===== src/rtl/seq_alu_pkg.sv =====
// Shared opcodes, flag bit positions and FSM encoding for seq_alu.
// The MULT state exists only when SEQ_ALU_MUL_EN is defined.
package seq_alu_pkg;

    localparam logic [3:0] OP_ADD = 4'd0;
    localparam logic [3:0] OP_ADC = 4'd1;
    localparam logic [3:0] OP_SUB = 4'd2;
    localparam logic [3:0] OP_SBB = 4'd3;
    localparam logic [3:0] OP_AND = 4'd4;
    localparam logic [3:0] OP_OR  = 4'd5;
    localparam logic [3:0] OP_XOR = 4'd6;
    localparam logic [3:0] OP_NOT = 4'd7;
    localparam logic [3:0] OP_SHL = 4'd8;
    localparam logic [3:0] OP_SHR = 4'd9;
    localparam logic [3:0] OP_MUL = 4'd10;
    localparam logic [3:0] OP_CMP = 4'd11;

    localparam int FLAG_CF = 3;
    localparam int FLAG_OF = 2;
    localparam int FLAG_NF = 1;
    localparam int FLAG_ZF = 0;

    typedef enum logic [1:0] {
        IDLE = 2'd0,
        FIN  = 2'd1
`ifdef SEQ_ALU_MUL_EN
        ,
        MULT = 2'd2
`endif
    } state_t;

    // Single-cycle ops that load the flag register (MUL is handled separately).
    function automatic logic op_writes_flags(input logic [3:0] op);
        return (op <= OP_SHR) || (op == OP_CMP);
    endfunction

endpackage


===== src/rtl/seq_alu_mul.sv =====
// Shift-add unsigned multiplier: load captures operands, each step retires one
// multiplier bit; o_product is the accumulator value after the current step.
module seq_alu_mul #(
    parameter int WIDTH = 8
) (
    input  logic                 i_clk,
    input  logic                 i_rst,
    input  logic                 i_load,
    input  logic                 i_step,
    input  logic [WIDTH-1:0]     i_a,
    input  logic [WIDTH-1:0]     i_b,
    output logic                 o_last,
    output logic [2*WIDTH-1:0]   o_product
);

    localparam int CW = (WIDTH > 1) ? $clog2(WIDTH) : 1;

    logic [2*WIDTH-1:0] r_acc;
    logic [WIDTH-1:0]   r_mcand;
    logic [CW-1:0]      r_cnt;
    logic [WIDTH:0]     w_partial;

    // High half plus multiplicand keeps its carry, which shifts into the top bit.
    assign w_partial = {1'b0, r_acc[2*WIDTH-1:WIDTH]} + (r_acc[0] ? {1'b0, r_mcand} : {(WIDTH+1){1'b0}});
    assign o_product = {w_partial, r_acc[WIDTH-1:1]};
    assign o_last    = i_step && (r_cnt == CW'(WIDTH-1));

    always_ff @(posedge i_clk or posedge i_rst) begin
        if (i_rst) begin
            r_acc   <= '0;
            r_mcand <= '0;
            r_cnt   <= '0;
        end else if (i_load) begin
            r_acc   <= {{WIDTH{1'b0}}, i_b};
            r_mcand <= i_a;
            r_cnt   <= '0;
        end else if (i_step) begin
            r_acc   <= o_product;
            r_cnt   <= r_cnt + CW'(1);
        end
    end

endmodule


===== src/rtl/seq_alu.sv =====
// Sequential ALU feeding the CPU flag register; START/BUSY/DONE handshake.
// Define SEQ_ALU_MUL_EN to build the multi-cycle MUL opcode and its multiplier.
module seq_alu #(
    parameter int WIDTH = 8
) (
    input  logic             CLK,
    input  logic             RESET,
    input  logic             START,
    input  logic [3:0]       OP,
    input  logic [WIDTH-1:0] A,
    input  logic [WIDTH-1:0] B,
    input  logic             CIN,
    output logic             BUSY,
    output logic             DONE,
    output logic [WIDTH-1:0] RESULT,
    output logic [WIDTH-1:0] RESULT_HI,
    output logic [3:0]       Flags,
    output logic             FWE
);
    import seq_alu_pkg::*;

    localparam int MSB = WIDTH - 1;

    state_t           r_state;
    logic             r_done;
    logic             r_fwe;
    logic [WIDTH-1:0] r_result;
    logic [3:0]       r_flags;

    logic             w_add_cin;
    logic             w_sub_cin;
    logic [WIDTH:0]   w_sum;
    logic [WIDTH:0]   w_diff;
    logic [WIDTH-1:0] w_res;
    logic             w_cf;
    logic             w_of;
    logic [3:0]       w_flags;
    logic             w_wr_flags;
    logic             w_wr_res;

    assign w_add_cin = (OP == OP_ADC) && CIN;
    assign w_sub_cin = (OP == OP_SBB) && CIN;
    assign w_sum     = {1'b0, A} + {1'b0, B} + {{WIDTH{1'b0}}, w_add_cin};
    assign w_diff    = {1'b0, A} - {1'b0, B} - {{WIDTH{1'b0}}, w_sub_cin};

    assign w_wr_flags = op_writes_flags(OP);
    assign w_wr_res   = w_wr_flags && (OP != OP_CMP);

    always_comb begin
        w_res = r_result;
        w_cf  = 1'b0;
        w_of  = 1'b0;
        case (OP)
            OP_ADD, OP_ADC: begin
                w_res = w_sum[MSB:0];
                w_cf  = w_sum[WIDTH];
                w_of  = (A[MSB] == B[MSB]) && (w_sum[MSB] != A[MSB]);
            end
            OP_SUB, OP_SBB, OP_CMP: begin
                w_res = w_diff[MSB:0];
                w_cf  = w_diff[WIDTH];
                w_of  = (A[MSB] != B[MSB]) && (w_diff[MSB] != A[MSB]);
            end
            OP_AND: w_res = A & B;
            OP_OR:  w_res = A | B;
            OP_XOR: w_res = A ^ B;
            OP_NOT: w_res = ~A;
            OP_SHL: begin
                w_res = {A[MSB-1:0], 1'b0};
                w_cf  = A[MSB];
                w_of  = A[MSB] ^ A[MSB-1];
            end
            OP_SHR: begin
                w_res = {1'b0, A[MSB:1]};
                w_cf  = A[0];
            end
            default: w_res = r_result;
        endcase
        w_flags          = '0;
        w_flags[FLAG_CF] = w_cf;
        w_flags[FLAG_OF] = w_of;
        w_flags[FLAG_NF] = w_res[MSB];
        w_flags[FLAG_ZF] = (w_res == '0);
    end

`ifdef SEQ_ALU_MUL_EN
    logic [WIDTH-1:0]   r_result_hi;
    logic               w_mul_load;
    logic               w_mul_last;
    logic [2*WIDTH-1:0] w_prod;
    logic [3:0]         w_mul_flags;

    assign w_mul_load = (r_state == IDLE) && START && (OP == OP_MUL);

    seq_alu_mul #(.WIDTH(WIDTH)) u_mul (
        .i_clk     (CLK),
        .i_rst     (RESET),
        .i_load    (w_mul_load),
        .i_step    (r_state == MULT),
        .i_a       (A),
        .i_b       (B),
        .o_last    (w_mul_last),
        .o_product (w_prod)
    );

    always_comb begin
        w_mul_flags          = '0;
        w_mul_flags[FLAG_CF] = (w_prod[2*WIDTH-1:WIDTH] != '0);
        w_mul_flags[FLAG_OF] = (w_prod[2*WIDTH-1:WIDTH] != '0);
        w_mul_flags[FLAG_NF] = w_prod[MSB];
        w_mul_flags[FLAG_ZF] = (w_prod == '0);
    end

    assign RESULT_HI = r_result_hi;
`else
    assign RESULT_HI = '0;
`endif

    always_ff @(posedge CLK or posedge RESET) begin
        if (RESET) begin
            r_state  <= IDLE;
            r_done   <= 1'b0;
            r_fwe    <= 1'b0;
            r_result <= '0;
            r_flags  <= '0;
`ifdef SEQ_ALU_MUL_EN
            r_result_hi <= '0;
`endif
        end else begin
            r_done <= 1'b0;
            r_fwe  <= 1'b0;
            case (r_state)
                IDLE: begin
                    if (START) begin
`ifdef SEQ_ALU_MUL_EN
                        if (OP == OP_MUL) r_state <= MULT;
                        else
`endif
                        begin
                            // Reserved opcodes still finish, but leave every output untouched.
                            r_state <= FIN;
                            r_done  <= 1'b1;
                            r_fwe   <= w_wr_flags;
                            if (w_wr_flags) r_flags  <= w_flags;
                            if (w_wr_res)   r_result <= w_res;
`ifdef SEQ_ALU_MUL_EN
                            if (w_wr_flags) r_result_hi <= '0;
`endif
                        end
                    end
                end
`ifdef SEQ_ALU_MUL_EN
                MULT: begin
                    if (w_mul_last) begin
                        r_state     <= FIN;
                        r_done      <= 1'b1;
                        r_fwe       <= 1'b1;
                        r_result    <= w_prod[MSB:0];
                        r_result_hi <= w_prod[2*WIDTH-1:WIDTH];
                        r_flags     <= w_mul_flags;
                    end
                end
`endif
                FIN:     r_state <= IDLE;
                default: r_state <= IDLE;
            endcase
        end
    end

    assign BUSY   = (r_state != IDLE);
    assign DONE   = r_done;
    assign FWE    = r_fwe;
    assign RESULT = r_result;
    assign Flags  = r_flags;

endmodule


===== config.mk =====
export PLATFORM = sky130hd
export DESIGN_NAME = seq_alu
export DESIGN_NICKNAME = d
export VERILOG_FILES = /design/src/rtl/seq_alu_pkg.sv /design/src/rtl/seq_alu_mul.sv /design/src/rtl/seq_alu.sv
export SDC_FILE = /design/constraint.sdc
export NUM_CORES = 1
export LEC_CHECK = 0
export CAP_MARGIN = 20
export CELL_PAD_IN_SITES_DETAIL_PLACEMENT = 1
export CELL_PAD_IN_SITES_GLOBAL_PLACEMENT = 1
export CORE_UTILIZATION = 25
export DETAILED_ROUTE_END_ITERATION = 16
export PLACE_DENSITY = 0.6
export SYNTH_ARGS = -nofsm -noshare
export SYNTH_HDL_FRONTEND = slang
export SYNTH_HIERARCHICAL = 1
export SYNTH_SLANG_ARGS = --single-unit

===== constraint.sdc =====
create_clock -name CLK -period 1.35 [get_ports CLK]
set_input_delay 0.135 -clock CLK [delete_from_list [all_inputs] [get_ports CLK]]
set_output_delay 0.135 -clock CLK [all_outputs]
set_load 0.005 [all_outputs]

==> Word level (Yosys, flattened, before mapping) <==
Cells that the tools add are included.
{ "classes": {"eq_ne": 16, "magnitude_cmp": 1, "mux": 9, "reduce_logical": 14, "bitwise_logic": 5, "n_addsub": 4} }
{ "ops": {"columns": ["operator", "n"], "rows": [
  ["case mux 8 bit (8 select lines)", 1],
  ["equality test 4 x 3 -> 1 bit, second input constant", 4],
  ["equality test 4 bit, second input constant", 3],
  ["adder 8 x 8 -> 9 bit", 1],
  ["adder 9 x 1 -> 9 bit", 1],
  ["subtractor 8 x 8 -> 9 bit", 1],
  ["subtractor 9 x 1 -> 9 bit", 1],
  ["bitwise AND 8 bit", 1],
  ["equality test 4 x 2 -> 1 bit, second input constant", 2],
  ["logical NOT 8 bit", 1],
  ["NOT 8 bit", 1],
  ["bitwise OR 8 bit", 1],
  ["XOR 8 bit", 1],
  ["AND reduction 3 bit", 2],
  ["logical AND 1 bit", 5],
  ["equality test 4 x 1 -> 1 bit, second input constant", 1],
  ["less-or-equal comparator 4 bit, second input constant", 1],
  ["logical NOT 4 bit", 1],
  ["2-to-1 mux 1 bit", 4],
  ["2-to-1 mux 2 bit", 2],
  ["!= test 4 bit, second input constant", 1],
  ["case mux 1 bit (4 select lines)", 1],
  ["!= test 1 bit", 3],
  ["case mux 1 bit (3 select lines)", 1],
  ["8 further kinds", 8]
]} }
{ "totals": {"wordCells": 54, "register_bits": 16} }

==> Logic depth before layout (Yosys ltp) <==
{ "depth": {"depth_word": 6, "ltp_mapped": 15} }

==> Least setup slack after synthesis <==
OpenSTA, ideal clock, no wires.
{ "synth_path": {"kind": "input to register", "start": "input port OP[0]", "end": "register r_flags[0], in the netlist Flags[0]", "path_slack_ns": -1.678, "n_path_buf": 3, "t_required_ns": 1.230, "cell_stages": 13, "t_arrival_ns": 2.908, "cell_sequence": "buf_6 > clkbuf_1 > clkbuf_1 > nand4_1 > fa_1 > fa_1 > xor2_1 > o32a_1 > o22ai_1 > a21oi_1 > and2_1 > o211a_1 > a41o_1"} }
{ "synth_via": {"elab_chain_cells": 5} }
{ "synth_rtl": {"columns": ["element", "line_no", "source"], "rows": [
  ["from (decl)", "seq_alu.sv:9", "input logic [3:0] OP,"],
  ["equality test 4 x 2 -> 1 bit / equality test 4 x 1 -> 1 bit (equally long branches)", "seq_alu.sv:42, seq_alu.sv:53, seq_alu.sv:41", null],
  ["logical AND 1 bit (on tied branches)", "seq_alu.sv:42, seq_alu.sv:41", null],
  ["subtractor 9 x 1 -> 9 bit / adder 9 x 1 -> 9 bit (equally long branches)", "seq_alu.sv:44, seq_alu.sv:43", null],
  ["case mux 8 bit (8 select lines)", "seq_alu.sv:53", "case (OP)"],
  ["logical NOT 8 bit", "seq_alu.sv:83", "w_flags[FLAG_ZF] = (w_res == '0);"],
  ["to (signal assigned)", "seq_alu.sv:144", "if (w_wr_flags) r_flags <= w_flags;"],
  ["to (decl)", "seq_alu.sv:28", "logic [3:0] r_flags;"]
]} }
Parallel ways exist; a longest one is shown, timed or not.
A chain may end at the register's enable or synchronous reset.

==> Worst setup path in the final report <==
{ "layout_path": {"start": "input port OP[2]", "end": "register r_result[7], in the netlist RESULT[7]"} }
{ "layout_via": {"elab_chain_cells": 4} }
{ "layout_rtl": {"columns": ["element", "line_no", "source"], "rows": [
  ["equality test 4 x 2 -> 1 bit (tied with other cells)", "seq_alu.sv:42, seq_alu.sv:53", null],
  ["logical AND 1 bit (tied with other cells)", "seq_alu.sv:42", "assign w_sub_cin = (OP == OP_SBB) && CIN;"],
  ["subtractor 9 x 1 -> 9 bit (tied with other cells)", "seq_alu.sv:44", "assign w_diff = {1'b0, A} - {1'b0, B} - {{WIDTH{1'b0}}, w_sub_cin};"],
  ["case mux 8 bit (8 select lines) / AND reduction 3 bit (equally long branches)", null, null],
  ["to (signal assigned)", "seq_alu.sv:145", "if (w_wr_res) r_result <= w_res;"],
  ["to (decl)", "seq_alu.sv:27", "logic [WIDTH-1:0] r_result;"]
]} }
Parallel ways exist; a longest one is shown, timed or not.

==> metrics.txt <==
sequential share of the synthesized area=15.8%; commonest non-fill, non-tap cell in the layout=buf_4; Worst Hold Class=in2async; critical path capture point type=flop; die area=9910 um2; Antenna diodes=0; status=finished, violations left; total setup violations reported at the end of the flow=12; Overflow after GRT=0; placed instance count=542; Die W=99.5 um; pre-CTS setup slack=-1720 ps; violated checks=negative setup slack; EDFF count, synth=0; number of fill cells=1122; DIE HEIGHT=99.5 um; Ys Warns=6; first-pass GRT wire length=14400 um; Main synth FF type=dfrtp_1; Reg area=375 um2; number of CTS-inserted buffers=3; Layout area overhead=62.5%; Worst-path clk slew=60 ps; RSZ-0062 raised after global routing=true; drt wl/cell=16.0 um; Root Buffer=clkbuf_8; CP startpoint kind=input pin; Final ANT Viol Nets=0; largest net degree at the start of global routing=31; final critical-path share of the clock period=177%; Post-CTS Hold Fix Bufs=0; Finished Layout Cells=553; total of max-cap violations=0; fin nets=483; clock sink count=15; Max VDD drop=265 uV; initial antenna violation count=0; final hold violations=0; num ports=47; initial core utilization=25.7%; Port Buffers=38; most frequent cells in the layout=buf_4 (87), clkdlybuf4s50_1 (22), nand2_1 (21), ha_1 (20); CORE AREA=9240 um2; total track usage=18.2%; post-route cell area=3860 um2; DP Area=3500 um2; DP Wirelength=7000 um; Syn Area/Cell=7.72 um2; Layout Skew=1.63 ps; DRC violations left=0; worst-skew pair later-pin latency=250 ps; number of global-route vias before repair=2822; CP Max Fanout=2; multi-input logic area=2110 um2; Max Root-Sink Buffers=2; Final Critical Period=2390 ps; Overall Power=2.67 mW; Leak=1.77 nW; routed vias/inst=4.80; Placer Congestion=0.868; Synth Register Bits=15; final worst slack=-1040 ps; Power Dens Cells=692 nW/um2; critical path required time=1490 ps; fmax=418 MHz; Post-Synthesis Cells=308; asr flop ratio synth=100%; DR vias=2654; CTS tree=yes; CTS H-tree depth=1; share of cells above drive strength 1=40.1%; CP arrival=2530 ps; Iter 0 DRT Violations=110; WL final=8850 um; Final Slew Violations=0; Cell Rows=35; classification of the worst setup path=in2reg; mapped cell area=2380 um2; Cell variety after synth=62; First-pass DRT Iterations=4; worst hold slack=197 ps
## sequential cells by signal, indices dropped and copies added (netlist names)
signal,count
DONE,1
FWE,1
Flags,4
RESULT,8
r_state,1
## power by group
| part | total, mW | switching (mW) | leakage [nW] | internal (mW) |
|---|---|---|---|---|
| Combinational | 1.72 | 0.790 | 1.56 | 0.931 |
| Sequential | 0.585 | 0.0536 | 0.187 | 0.532 |
| Clock | 0.367 | 0.163 | 0.0255 | 0.205 |
## path summary, 6_finish.rpt
kind                       slack, ps       start         end  cells after the start
max reg2reg                     -230  r_state[0]    Flags[0]                      7
min reg2reg                      460  r_state[0]  r_state[0]                      1
max in group asynchronous        980       RESET   RESULT[5]                      3
min                              200       RESET  r_state[0]                      3
max                            -1040       OP[2]   RESULT[7]                     13
min in group CLK                 460  r_state[0]  r_state[0]                      1
## per-layer routing
layer	vias to the layer above	track usage, %	routed length (um)
li1	1312	-	-
met4	0	4.19	118
met1	1288	23.6	4090
met5	-	0	0
met2	45	33.1	4460
met3	9	0.984	177
## critical path, stage by stage
cell and delay, ps:
buf_8 100, nor2_4 100, nand4_1 120, fa_2 560
inv_2 40, ha_4 150, o211ai_1 200, nand3_1 160
nand2_2 110, nor4b_2 50, a311o_1 340, a21o_1 180
mux2_4 270
## logic make-up (layout without fill, tap and decap cells)
family | count (synthesis) | in the layout | share of synthesized area [%]
buf+inv | 54 | 163 | 10.5
simple gates | 95 | 95 | 20.9
flops | 15 | 15 | 15.8
mux | 6 | 6 | 3.16
xor+xnor | 14 | 14 | 5.16
fa+ha+maj | 34 | 34 | 19.1
other cells | 1 | 8 | 0.158
compound gates | 89 | 89 | 25.3
## synthesized netlist by cell type, types with 3 or more instances
master	n	area, um2
xor2_1	7	61.3
dfrtp_1	15	375
nand4_1	3	18.8
clkbuf_1	9	33.8
o21ai_0	20	100
fa_1	4	80.1
mux2i_1	3	30.0
nand3_1	7	35.0
nand2_1	22	82.6
nor2_1	20	75.1
nand2b_1	9	56.3
or2_2	3	18.8
and2b_1	3	22.5
a211oi_1	6	45.0
buf_2	5	25.0
o211ai_1	3	22.5
or3_1	3	18.8
ha_1	30	375
xnor2_1	7	61.3
o22ai_1	9	56.3
buf_4	8	60.1
nor2b_1	6	37.5
inv_1	30	113
a21o_1	4	30.0
a21oi_1	17	85.1
nor3_1	7	35.0
o21a_1	5	37.5
## what timing repair did
action | in CTS | in global routing
buffers inserted | 7 | 3
resized for setup | 81 | 28
endpoints found under the hold margin | 0 | 0
setup endpoints to repair | 13 | 14
pin swaps | 31 | 22
## metrics by stage
stage | TNS (ps) | utilization [%]
CTS | -9470 | 40.4
detailed placement | -18490 | 37.9
finish | -9240 | 41.8
global route | -10680 | 41.8
floorplan | -14080 | -
global placement | -18270 | 37.9
## final cells by class
class                           count  area share [%]
Multi-Input combinational cell    246            54.5
Timing Repair Buffer              128            27.3
Sequential cell                    15            9.71
Tap cell                          129            4.18
Inverter                           31            3.08
Clock buffer                        3            1.07
Clock inverter                      1           0.129
(Power assumes the default switching activity.)
==> RTL change, RTL diff (same flow settings) <==
`WIDTH`: 8 -> 9.
--- a/src/rtl/seq_alu.sv
+++ b/src/rtl/seq_alu.sv
@@ -3,3 +3,3 @@
 module seq_alu #(
-    parameter int WIDTH = 8
+    parameter int WIDTH = 9
 ) (
Interface: changed (resized A, B, RESULT and RESULT_HI); port bits go from 47 to 51. No check against the original RTL was run, so the function may have changed too.
==> RTL change against the original RTL <==
- first-iteration DRC count grew 22%
- the run still ends with setup timing left
- area after synthesis is 15% higher
- highest routed layer unchanged
- setup slack got worse by 0.19 ns
- final cell count up 15%
- global-route usage grew 1.6 points
- wire length grew 26%
- clock power grew 18%
- fmax fell by 7.3%
- sequential cell count grew 1
- cell area up 18%
- critical endpoint unchanged
- combinational power is 26% higher
- utilization is 1.7 points higher
- total power grew 22%
==> RTL change: results (changes against the original RTL) <==
stage;metric;value;unit;change
setup_path;crit_fanout;2;;unchanged
finish;num-nets-final;567;;+17%
finish;fin_cells;638;;+15%
global_route;track_usage;19.81;%;+1.6 points
place;dp_hpwl;8517;um;+22%
global_route;grt_max_degree;38;;+23%
drt;wl_met2;5431;um;+22%
finish;largest_reg_flops;9;;+1
yosys;syn_area_per_cell;7.669;um^2;-0.69%
yosys;ys_seq_area_share;14.67;%;-1.1 points
yosys;yosysUniqueCellTypes;63;;+1.6%
yosys;synth-compound-area-share;26.08;%;+0.83 points
status;status;complete, but fails checks;;
finish;layout-drive-gt1-share;42.23;%;+2.1 points
finish;diodes;0;;unchanged
place;placed_cells;619;;+14%
sta;setup_viol;13;;+1
global_route;grt_pass1_vias;3401;;+21%
clock_network;root_buffer;clkbuf_8;;
setup_path;startpoint;OP[3];;
power_and_ir_drop;p_leak;0.002048;uW;+16%
place;place.gp.congestion;0.8638;;-0.50%
sta;finalClockSkew;0.004115;ns;+0.002487 ns
finish;num-fill-cells;1278;;+14%
drt;wl_met3;555;um;+210%
setup_path;cp.arrival;2.72;ns;+0.19 ns
setup_path;reg2reg_slack;-0.10;ns;+0.13 ns
drt;first_pass_iters;4;;unchanged
yosys;synth-adder-area-share;18.52;%;-0.63 points
drt;num_vias;3248;;+22%
drt;drtIter0Drc;134;;+22%
clock_network;path_clk_slew;0.07;ns;
clock_network;htreeDepth;1;;unchanged
global_route;grt_pass1_wl;17760;um;+23%
place;port-buffer-count;41;;+7.9%
status;violations;setup timing;;
drt;wirelength_met1;4944;um;+21%
clock_network;numCtsBuffers;3;;unchanged
power_and_ir_drop;peakVddDrop;0.4508;mV;+70%
global_route;antenna_found_initial;0;;unchanged
sta;fin_ws;-1.231;ns;-0.1890 ns
yosys;yosys-top-cells-count;inv_1 (37), ha_1 (34), nor2_1 (32), a21oi_1 (24), nand2_1 (21);;
drt;wire_per_inst;17.51;um;+9.4%
yosys;netlist_top_cells_area;ha_1 (16%), dfrtp_1 (15%), inv_1 (5.1%);;
yosys;muxShareOfSynthArea;4.812;%;+1.7 points
sta;hold_ws;0.1965;ns;-0.0009910 ns
drt;highest_layer;met4;;
yosys;synth_xor_area_share;2.246;%;-2.9 points
sta;finalSetupTns;-12.75;ns;-3.506 ns
setup_path;worst_r2r_path_depth;5;;-2
RTL change: cell count changes after synthesis, moves of 7 or more:
cell	change
a21oi_1	+7
nor2_1	+12
clkbuf_1	-7
o22ai_1	-9
inv_1	+7
a31oi_1	+9
nor3_1	+10
RTL change: how the worst max path moves through the flow:
stage | cells after the start | slack, ns | endpoint
floorplan | 14 | -1.52 | RESULT[7]
global placement | 14 | -2.01 | Flags[1]
detailed placement | 14 | -2.07 | Flags[1]
CTS | 13 | -1.20 | Flags[0]
global route | 13 | -1.34 | Flags[0]
finish | 12 | -1.23 | RESULT[7]
RTL change: what timing repair did:
action                                  CTS  global route
pin swaps                                35            17
endpoints found under the setup margin   14            19
buffers inserted                          7            10
gates resized for setup                 106            26
RTL change: cells by family (layout without fill, tap and decap cells):
logic type | count (synthesis) | in the layout
xor gates and xnor gates | 7 | 7
DFF | 16 | 16
and+or+nand+nor | 118 | 118
AOI/OAI and AO/OA | 103 | 103
buffers and inverters | 62 | 200
muxes | 11 | 11
other | 1 | 9
adders and majority gates | 38 | 38
RTL change: cell type report:
class                      instances  area (um^2)  share of cell area, %
multi-input combinational        286         2464                  54.08
timing repair buffer             159         1328                  29.14
sequential                        16        400.4                  8.789
tap                              136        170.2                  3.735
inverter                          37        138.9                  3.049
clock buffer                       4        55.05                  1.208
RTL change: where the power goes:
group          internal [uW]  total (uW)  switching [uW]
Clock                    259         433             174
Sequential               582         646            64.4
Combinational           1170        2170            1000
RTL change: layer usage:
layer | track usage, % | vias to the layer above
met4 | 4.795 | 0
li1 | - | 1559
met5 | 0 | -
met2 | 34.23 | 89
met1 | 26.28 | 1581
met3 | 2.023 | 19
RTL change: per-stage QoR:
stage	setup slack, ns	total power, uW	instance area, um^2
floorplan	-1.523	1540	2819
global placement	-2.008	2398	3998
detailed placement	-2.073	2439	3998
CTS	-1.204	3109	4370
global route	-1.338	3462	4556
finish	-1.231	3249	4556
RTL change: critical path, stage by stage:
cell and delay, ns:
buf_8 0.10, nor2_4 0.10, nand4_1 0.15, fa_2 0.61, inv_2 0.05, ha_4 0.16
o211ai_1 0.23, nand3_1 0.16, nand2_1 0.12, mux2_4 0.30, o32a_1 0.32, mux2_4 0.28
